`src/rtl/ad9361_tdd_sequencer_pkg.sv`:
```
// Shared types and defaults for the AD9361 TDD sequencer.
package ad9361_tdd_sequencer_pkg;

  localparam int unsigned CntWidthDefault = 24;
  localparam int unsigned FrmWidthDefault = 16;

  typedef enum logic [1:0] {
    StIdle,
    StArmed,
    StRun
  } tdd_state_e;

  typedef enum logic [1:0] {
    DesOff,
    DesRx,
    DesTx
  } tdd_desired_e;

endpackage

```
`src/rtl/ad9361_tdd_window.sv`:
```
// Half-open window compare: active while on <= cnt < off, empty when on >= off.
module ad9361_tdd_window
  import ad9361_tdd_sequencer_pkg::*;
#(
  parameter int unsigned CNT_WIDTH = CntWidthDefault
) (
  input  logic [CNT_WIDTH-1:0] cnt,
  input  logic [CNT_WIDTH-1:0] on,
  input  logic [CNT_WIDTH-1:0] off,
  output logic                 active
);

  assign active = (cnt >= on) && (cnt < off);

endmodule

```
`src/rtl/ad9361_tdd_sequencer.sv`:
```
// TDD frame sequencer driving the AD9361 ENSM in level mode: frame counter,
// RX/TX windows and gap-protected up_enable/up_txnrx generation.
module ad9361_tdd_sequencer
  import ad9361_tdd_sequencer_pkg::*;
#(
  parameter int unsigned CNT_WIDTH = CntWidthDefault,
  parameter int unsigned FRM_WIDTH = FrmWidthDefault
) (
  input  logic                 axi_aclk,
  input  logic                 axi_areset,
  input  logic                 tdd_enable,
  input  logic                 sync_ext_en,
  input  logic [CNT_WIDTH-1:0] frame_length,
  input  logic [FRM_WIDTH-1:0] frame_count,
  input  logic [CNT_WIDTH-1:0] rx_on,
  input  logic [CNT_WIDTH-1:0] rx_off,
  input  logic [CNT_WIDTH-1:0] tx_on,
  input  logic [CNT_WIDTH-1:0] tx_off,
  input  logic                 tdd_sync_i,
  output logic                 tdd_sync_o,
  output logic                 tdd_sync_t,
  output logic                 up_enable,
  output logic                 up_txnrx,
  output logic                 busy,
  output logic                 done
);

  tdd_state_e           state_q, state_d;
  logic [CNT_WIDTH-1:0] cnt_q, cnt_d;
  logic [FRM_WIDTH-1:0] frm_q, frm_d, frm_inc;
  logic                 slave_q, slave_d;
  logic [CNT_WIDTH-1:0] frame_length_q, frame_length_d;
  logic [FRM_WIDTH-1:0] frame_count_q, frame_count_d;
  logic [CNT_WIDTH-1:0] rx_on_q, rx_on_d, rx_off_q, rx_off_d;
  logic [CNT_WIDTH-1:0] tx_on_q, tx_on_d, tx_off_q, tx_off_d;
  logic                 sync_prev_q;
  logic                 sync_o_q, sync_o_d;
  logic                 done_q, done_d;
  logic                 up_enable_q, up_enable_d;
  logic                 up_txnrx_q, up_txnrx_d;
  logic                 sync_edge, rx_active, tx_active, want_tx;
  tdd_desired_e         desired;

  ad9361_tdd_window #(.CNT_WIDTH(CNT_WIDTH)) u_rx_window (
    .cnt   (cnt_q),
    .on    (rx_on_q),
    .off   (rx_off_q),
    .active(rx_active)
  );

  ad9361_tdd_window #(.CNT_WIDTH(CNT_WIDTH)) u_tx_window (
    .cnt   (cnt_q),
    .on    (tx_on_q),
    .off   (tx_off_q),
    .active(tx_active)
  );

  assign sync_edge = tdd_sync_i & ~sync_prev_q;
  assign frm_inc   = frm_q + 1'b1;

  always_comb begin
    state_d        = state_q;
    cnt_d          = cnt_q;
    frm_d          = frm_q;
    slave_d        = slave_q;
    frame_length_d = frame_length_q;
    frame_count_d  = frame_count_q;
    rx_on_d        = rx_on_q;
    rx_off_d       = rx_off_q;
    tx_on_d        = tx_on_q;
    tx_off_d       = tx_off_q;
    sync_o_d       = 1'b0;
    done_d         = 1'b0;
    unique case (state_q)
      StIdle: begin
        if (tdd_enable) begin
          slave_d        = sync_ext_en;
          frame_length_d = frame_length;
          frame_count_d  = frame_count;
          rx_on_d        = rx_on;
          rx_off_d       = rx_off;
          tx_on_d        = tx_on;
          tx_off_d       = tx_off;
          cnt_d          = '0;
          frm_d          = '0;
          state_d        = sync_ext_en ? StArmed : StRun;
          sync_o_d       = ~sync_ext_en;
        end
      end
      StArmed: begin
        if (!tdd_enable) begin
          state_d = StIdle;
        end else if (sync_edge) begin
          state_d = StRun;
          cnt_d   = '0;
        end
      end
      StRun: begin
        if (!tdd_enable) begin
          state_d = StIdle;
        end else if (cnt_q == frame_length_q || (slave_q && sync_edge)) begin
          cnt_d = '0;
          frm_d = frm_inc;
          // frame_count of 0 means run until tdd_enable drops
          if (frame_count_q != '0 && frm_inc == frame_count_q) begin
            state_d = StIdle;
            done_d  = 1'b1;
          end else begin
            sync_o_d = ~slave_q;
          end
        end else begin
          cnt_d = cnt_q + 1'b1;
        end
      end
      default: state_d = StIdle;
    endcase
  end

  always_comb begin
    if (state_q != StRun) begin
      desired = DesOff;
    end else if (tx_active) begin
      desired = DesTx;
    end else if (rx_active) begin
      desired = DesRx;
    end else begin
      desired = DesOff;
    end
  end

  // Direction only moves while the ENSM enable is low on both sides of the edge.
  always_comb begin
    want_tx     = (desired == DesTx);
    up_enable_d = up_enable_q;
    up_txnrx_d  = up_txnrx_q;
    if (state_d != StRun || desired == DesOff) begin
      up_enable_d = 1'b0;
    end else if (want_tx != up_txnrx_q) begin
      up_enable_d = 1'b0;
      if (!up_enable_q) begin
        up_txnrx_d = want_tx;
      end
    end else begin
      up_enable_d = 1'b1;
    end
  end

  always_ff @(posedge axi_aclk) begin
    if (axi_areset) begin
      state_q        <= StIdle;
      cnt_q          <= '0;
      frm_q          <= '0;
      slave_q        <= 1'b0;
      frame_length_q <= '0;
      frame_count_q  <= '0;
      rx_on_q        <= '0;
      rx_off_q       <= '0;
      tx_on_q        <= '0;
      tx_off_q       <= '0;
      sync_prev_q    <= 1'b0;
      sync_o_q       <= 1'b0;
      done_q         <= 1'b0;
      up_enable_q    <= 1'b0;
      up_txnrx_q     <= 1'b0;
    end else begin
      state_q        <= state_d;
      cnt_q          <= cnt_d;
      frm_q          <= frm_d;
      slave_q        <= slave_d;
      frame_length_q <= frame_length_d;
      frame_count_q  <= frame_count_d;
      rx_on_q        <= rx_on_d;
      rx_off_q       <= rx_off_d;
      tx_on_q        <= tx_on_d;
      tx_off_q       <= tx_off_d;
      sync_prev_q    <= tdd_sync_i;
      sync_o_q       <= sync_o_d;
      done_q         <= done_d;
      up_enable_q    <= up_enable_d;
      up_txnrx_q     <= up_txnrx_d;
    end
  end

  assign tdd_sync_o = sync_o_q;
  assign tdd_sync_t = sync_ext_en;
  assign up_enable  = up_enable_q;
  assign up_txnrx   = up_txnrx_q;
  assign busy       = (state_q != StIdle);
  assign done       = done_q;

endmodule
```
`config.mk`:
```
export PLATFORM = sky130hd
export DESIGN_NAME = ad9361_tdd_sequencer
export DESIGN_NICKNAME = d
export VERILOG_FILES = /design/src/rtl/ad9361_tdd_sequencer_pkg.sv /design/src/rtl/ad9361_tdd_window.sv /design/src/rtl/ad9361_tdd_sequencer.sv
export SDC_FILE = /design/constraint.sdc
export NUM_CORES = 1
export LEC_CHECK = 0
export ABC_AREA = 1
export CAP_MARGIN = 20
export CORE_MARGIN = 3
export CORE_UTILIZATION = 35
export CTS_BUF_LIST = sky130_fd_sc_hd__clkbuf_4 sky130_fd_sc_hd__clkbuf_8
export DETAILED_ROUTE_END_ITERATION = 8
export GPL_TIMING_DRIVEN = 0
export PLACE_DENSITY = 0.66
export REMOVE_ABC_BUFFERS = 1
export SYNTH_ARGS = -nofsm -noshare
export SYNTH_HDL_FRONTEND = slang
export SYNTH_SLANG_ARGS = --single-unit
```
`constraint.sdc`:
```
create_clock -name axi_aclk -period 2.4 [get_ports axi_aclk]
set_clock_uncertainty 0.15 [all_clocks]
set_input_delay 0.24 -clock axi_aclk [delete_from_list [all_inputs] [get_ports axi_aclk]]
set_output_delay 0.24 -clock axi_aclk [all_outputs]
set_load 0.005 [all_outputs]
```
Yosys cells after proc, flatten, opt, wreduce, memory -nomap -nowiden. Index checks and enable logic that the tools add are counted. Widths: inputs -> output; s select.

Flip-flop bits (word level): 184. Output and inout port bits: 6. Word-level logic and storage cells: 89.

$add $sub $neg: 2. Magnitude comparators: 4. Eq/ne operators: 13. Muxes and demuxes: 28. Bitwise logic cells: 9. Reductions and logical operators: 18.

Operators by type and width (number): $mux 24 (5); $pmux 24 s3 (1); $ge 24x24->1 (2); $lt 24x24->1 (2); $mux 16 (3); $pmux 16 s2 (1); $add 24x1->24 const B (1); $eq 24x24->1 (1); $mux 2 (9); $add 16x1->16 const B (1); $eq 16x16->1 (1); $reduce_bool 16->1 (1); $ne 2x2->1 const B (7); $not 1->1 (8); $mux 1 (7); $pmux 2 s3 (1); $reduce_and 5->1 (1); $eq 2x2->1 const B (2); $logic_and 1x1->1 (4); $logic_not 2->1 (2); $reduce_and 4->1 (1); $reduce_bool 2->1 (2); $reduce_or 4->1 (1); $reduce_and 3->1 (1); 8 further kinds (9).

Logic depth before layout (Yosys ltp).
Depth after elaboration: 11. Depth in mapped cells: 20.

Cells and area by module. A second synthesis with hierarchy kept.

Cells, all modules: 1530. Area total of the unflattened synthesis: 10446.3 µm².

By module, submodules not included: ad9361_tdd_sequencer (times used 1, cells an instance 1092, area an instance 7848.8 µm²); ad9361_tdd_window (times used 2, cells an instance 219, area an instance 1298.7 µm²).

Least setup slack after synthesis. No wires, ideal clock.

Path kind: register to register. Start: reg cnt_q[1]. End: reg cnt_q[22]. Setup time: 0.091 ns. Arrival: 1.834 ns. Required time: 2.159 ns. Slack: 0.325 ns. Stages on the path, launching flop included: 12. Period minus slack after synthesis: 2.075 ns. Cells stage by stage: dfxtp_1 ha_1 nand3_1 nor2_1 nand2_1 nor2_1 nand2_1 nor2_1 nand2_1 nor2_1 a21oi_1 a311oi_1.

Longest elaborated chain between the ends: 5. Elaborated cells on any way between the ends: 6. Classes of those cells: add/sub: 1; eq/ne: 1; mux: 3; reduce/logical: 1.

Ends and longest elaborated chain: from (decl) (line ad9361_tdd_sequencer.sv:29) `logic [CNT_WIDTH-1:0] cnt_q, cnt_d;`; from (signal assigned) (line ad9361_tdd_sequencer.sv:167) `cnt_q <= cnt_d;`; branches (longest 2 deep; another with $add 24x1->24); $mux 24 * (line ad9361_tdd_sequencer.sv:101) `end else if (cnt_q == frame_length_q || (slave_q && sync_edge)) begin`; $mux 24 * (line ad9361_tdd_sequencer.sv:99) `if (!tdd_enable) begin`; $pmux 24 s3 * (line ad9361_tdd_sequencer.sv:74) `unique case (state_q)`.

Every way passes the cells marked *. The select of a mux whose other input is x is not followed. A chain may end at the register's enable or synchronous reset.

Worst setup path after layout.
Start: reg frm_q[1]. End: reg up_txnrx_q (netlist: up_txnrx).

Longest elaborated chain between the ends: 11.

Ends and longest elaborated chain: from (decl) (line ad9361_tdd_sequencer.sv:30) `logic [FRM_WIDTH-1:0] frm_q, frm_d, frm_inc;`; from (signal assigned) (line ad9361_tdd_sequencer.sv:168) `frm_q <= frm_d;`; $add 16x1->16 (line ad9361_tdd_sequencer.sv:59) `assign frm_inc = frm_q + 1'b1;`; $eq 16x16->1 (line ad9361_tdd_sequencer.sv:105) `if (frame_count_q != '0 && frm_inc == frame_count_q) begin`; $logic_and 1x1->1 (line ad9361_tdd_sequencer.sv:105); $mux 2 (line ad9361_tdd_sequencer.sv:105); $mux 2 (line ad9361_tdd_sequencer.sv:101); $mux 2 (line ad9361_tdd_sequencer.sv:99); $pmux 2 s3 (line ad9361_tdd_sequencer.sv:74); $ne 2x2->1 (line ad9361_tdd_sequencer.sv:136) `if (state_d != StRun || desired == DesOff) begin`; $logic_or 1x1->1 (line ad9361_tdd_sequencer.sv:136); $not 1->1 (no source line); $reduce_and 3->1 (no source line); to (signal assigned) (line ad9361_tdd_sequencer.sv:180) `up_txnrx_q <= up_txnrx_d;`; to (decl) (line ad9361_tdd_sequencer.sv:40) `logic up_txnrx_q, up_txnrx_d;`.

Every way passes these cells.

==> insert_results.sql <==
INSERT INTO impl_metrics (metric_group, metric, value, unit) VALUES
('layout', 'final_cell_area', '12780', 'um^2'),
('floorplanning', 'io_pins', '147', ''),
('routing', 'detailed_route_vias_per_instance', '4.997', ''),
('grt', 'number_of_antenna_violations_at_the_first_check_in_global_routing', '0', ''),
('layout', 'postLayoutCoreUtil', '45.63', '%'),
('placed_design', 'dp_worst_setup_slack', '-1.071', 'ns'),
('synthesis', 'count_of_state_elements_after_synthesis', '184', ''),
('grt', 'met2_track_usage_gr', '30.05', '%'),
('flow_run', 'cap_violations', '0', ''),
('layout', 'final_common_cell', 'sky130_fd_sc_hd__a21oi_1', ''),
('hold_path', 'hold_end', 'sync_prev_q', ''),
('setup_path', 'arrival', '2.54', 'ns'),
('synthesis', 'postSynthAreaPerCell', '7.235', 'um^2'),
('power', 'power_switching', '2.085', 'mW'),
('setup_path', 'start_kind', 'flip-flop', ''),
('setup_path', 'critPathMaxFanout', '6', ''),
('synthesis', 'mappedNetlistArea', '10030', 'um^2'),
('placed_design', 'placement.cell_area', '11830', 'um^2'),
('power', 'power.share.sequential', '48.5', '%'),
('routing', 'totalWireLength', '28970', 'um'),
('clock_network', 'tritoncts.num_buffers', '17', ''),
('grt', 'grt_first_pass_wirelength', '45190', 'um'),
('clock_network', 'cts_htree_levels', '4', ''),
('timing', 'max_clock_freq', '430.5', 'MHz'),
('grt', 'busiest_grt_layer', 'met2', ''),
('setup_path', 'regToRegEndpoint', 'up_txnrx', ''),
('clock_network', 'cts_root_buf', 'sky130_fd_sc_hd__clkbuf_8', ''),
('routing', 'detail_route.drc_violations', '0', ''),
('timing', 'max_slew.worst_pin.slew', '0.9749', 'ns'),
('status', 'status', 'finished clean', ''),
('layout', 'most-common-layout-cells', '188 x sky130_fd_sc_hd__a21oi_1, 179 x sky130_fd_sc_hd__inv_1, 170 x sky130_fd_sc_hd__nand2_1, 165 x sky130_fd_sc_hd__o21ai_0, 151 x sky130_fd_sc_hd__dfxtp_1', ''),
('synthesis', 'library_cells_used_by_synthesis', '39', ''),
('layout', 'layout.nets', '1752', ''),
('setup_path', 'worstSetupPathType', 'reg2reg', ''),
('synthesis', 'synth_sequential_area_ratio', '36.73', '%'),
('setup_path', 'required', '2.61', 'ns'),
('clock_network', 'hold_buffers', '0', ''),
('power', 'comb_power_share', '20.0', '%'),
('floorplanning', 'floorplan.initialDensity', '35.80', '%'),
('placed_design', 'placement.io_buffers', '146', ''),
('floorplanning', 'die_height', '175.3', 'um'),
('clock_network', 'max-clock-path-buffers', '2', ''),
('grt', 'via_count_of_the_first_global_routing_pass', '9089', ''),
('synthesis', 'synth-warning-count', '0', ''),
('routing', 'antenna_left', '0', ''),
('grt', 'grt_start_max_net_pins', '207', ''),
('hold_path', 'holdCritPathClass', 'in2reg', ''),
('power', 'share_clk_of_total_power', '31.5', '%'),
('power', 'swShare', '30.05', '%'),
('setup_path', 'ff2ff_setup_slack', '0.08', 'ns'),
('power', 'vdd_ir_drop_max', '273.3', 'uV'),
('layout', 'insertedDiodeCount', '0', ''),
('power', 'static-leakage-power', '5.230', 'nW'),
('setup_path', 'r2r.worst_path.cells', '19', ''),
('hold_path', 'min_delay_path_depth', '3', ''),
('timing', 'setup_repair_after_global_routing_missed_its_margin', 'true', ''),
('layout', 'syn2layout_area_growth', '27.45', '%'),
('routing', 'wl_per_cell', '15.20', 'um'),
('power', 'power_per_cell_area', '542.9', 'nW/um^2'),
('routing', 'via_count', '9524', ''),
('routing', 'drt_iter0_markers', '675', ''),
('setup_path', 'rr_startpoint', 'frm_q[1]', ''),
('floorplanning', 'die-area', '30720', 'um^2'),
('timing', 'layout_worst_path_cycle_share', '96.80', '%'),
('placed_design', 'hpwlAfterDp', '20590', 'um'),
('floorplanning', 'number_of_placement_rows', '61', ''),
('synthesis', 'post_synthesis_cell_count', '1386', ''),
('grt', 'grtUsageMet3', '3.567', '%'),
('timing', 'final-setup-viol-count', '0', ''),
('floorplanning', 'die_width', '175.3', 'um'),
('placed_design', 'gp_congestion', '0.8663', '');
worst max path at each step:
| stage | start | end | slack, ns | depth (start not counted) |
|---|---|---|---|---|
| floorplan | state_q[0] | up_txnrx | -2.24 | 10 |
| global placement | tdd_enable | rx_on_q[13] | -6.21 | 6 |
| detailed placement | axi_areset | cnt_q[22] | -1.07 | 5 |
| CTS | cnt_q[1] | cnt_q[22] | 0.0009 | 11 |
| global route | frm_q[1] | up_txnrx | -0.09 | 20 |
| finish | frm_q[1] | up_txnrx | 0.08 | 19 |
logic make-up after synthesis:
kind of cell,count (synthesis),share of synthesized area [%]
AOI/OAI and AO/OA,387,20.03
xor gates and xnor gates,28,2.583
DFF,184,36.73
adders and majority gates,96,11.98
buffers and inverters,242,9.158
and+or+nand+nor,449,19.53
state kept, by name, summed over array words and instances, names as in the netlist, 2 cells and up:
signal and count:
cnt_q 24, frame_length_q 24, rx_off_q 24, rx_on_q 24
tx_off_q 24, tx_on_q 24, frame_count_q 16, frm_q 16
state_q 2
final cells by class:
cell class	count	area, um^2
multi-input cells	960	5727
inverters	186	724.4
repair buffers	166	1690
clock inverters	12	143.9
well taps	378	473.0
clock buffers	20	262.8
fillers	2845	15230
flip-flops and latches	184	3760
synthesized netlist by cell type (all sizes together):
cell	count	area share (%)
a21oi	193	9.7
nand2	189	7.1
inv	186	7.0
dfxtp	184	37
o21ai	169	8.4
nor2	137	5.5
ha	96	12
nand3	59	2.9
clkbuf	49	1.8
nand4	29	1.8
xnor2	22	1.9
nor3	18	0.90
a211oi	10	0.75
nor3b	8	0.60
buf	7	0.35
o211ai	5	0.37
xor2	5	0.44
nand3b	4	0.30
or2	3	0.19
a31oi	2	0.12
nor4	2	0.19
o21bai	2	0.19
a2111oi	1	0.087
a21boi	1	0.075
a311oi	1	0.087
o21a	1	0.075
o31ai	1	0.075
o41ai	1	0.087
xnor3	1	0.22
per-layer routing:
metal,share of wire [%],vias to the layer above
met1,46,4403
met2,47,213
met3,5.0,30
met5,0,-
met4,1.6,0
li1,-,4878
critical path, stage by stage (launching register included):
cell	delay, ns
sky130_fd_sc_hd__dfxtp_4	0.39
sky130_fd_sc_hd__ha_4	0.16
sky130_fd_sc_hd__nand2_4	0.07
sky130_fd_sc_hd__nor2_4	0.21
sky130_fd_sc_hd__buf_6	0.14
sky130_fd_sc_hd__nand3_1	0.08
sky130_fd_sc_hd__nand2_2	0.10
sky130_fd_sc_hd__nor2_4	0.04
sky130_fd_sc_hd__nor2_1	0.09
sky130_fd_sc_hd__nand3_1	0.07
sky130_fd_sc_hd__nor2_1	0.09
sky130_fd_sc_hd__nand3_1	0.11
sky130_fd_sc_hd__nand2_1	0.08
sky130_fd_sc_hd__nand2_1	0.07
sky130_fd_sc_hd__nand2_2	0.07
sky130_fd_sc_hd__nand2_2	0.07
sky130_fd_sc_hd__nand3_1	0.06
sky130_fd_sc_hd__nand2_1	0.06
sky130_fd_sc_hd__inv_1	0.05
sky130_fd_sc_hd__nor2_1	0.03
stage by stage:
step                TNS (ns)  std cells  hold WS [ns]
floorplan            -295.88       1330        0.1591
CTS                        0       1891        0.1438
global route         -0.2048       1906        0.1962
finish                     0       1906        0.1694
global placement     -887.72       1854        0.2928
detailed placement    -89.98       1857        0.3009
repair_timing:
| action | in CTS | in global routing |
|---|---|---|
| endpoints found under the setup margin | 144 | 35 |
| gates resized for setup | 51 | 82 |
| pin swaps | 2 | 28 |
| setup buffers | 2 | 14 |
| endpoints found under the hold margin | 0 | 0 |
| gates cloned | 0 | 1 |
power groups by stage:
stage	registers, mW	logic [mW]	clock network [mW]
6_report	3.36	1.39	2.19
3_5_place_dp	3.45	1.30	0
2_1_floorplan	3.43	0.774	0
5_1_grt	3.39	1.58	2.35
4_1_cts	3.38	1.33	2.23
3_3_place_gp	3.45	1.28	0
Note: power is estimated with default switching activity, not from simulation.
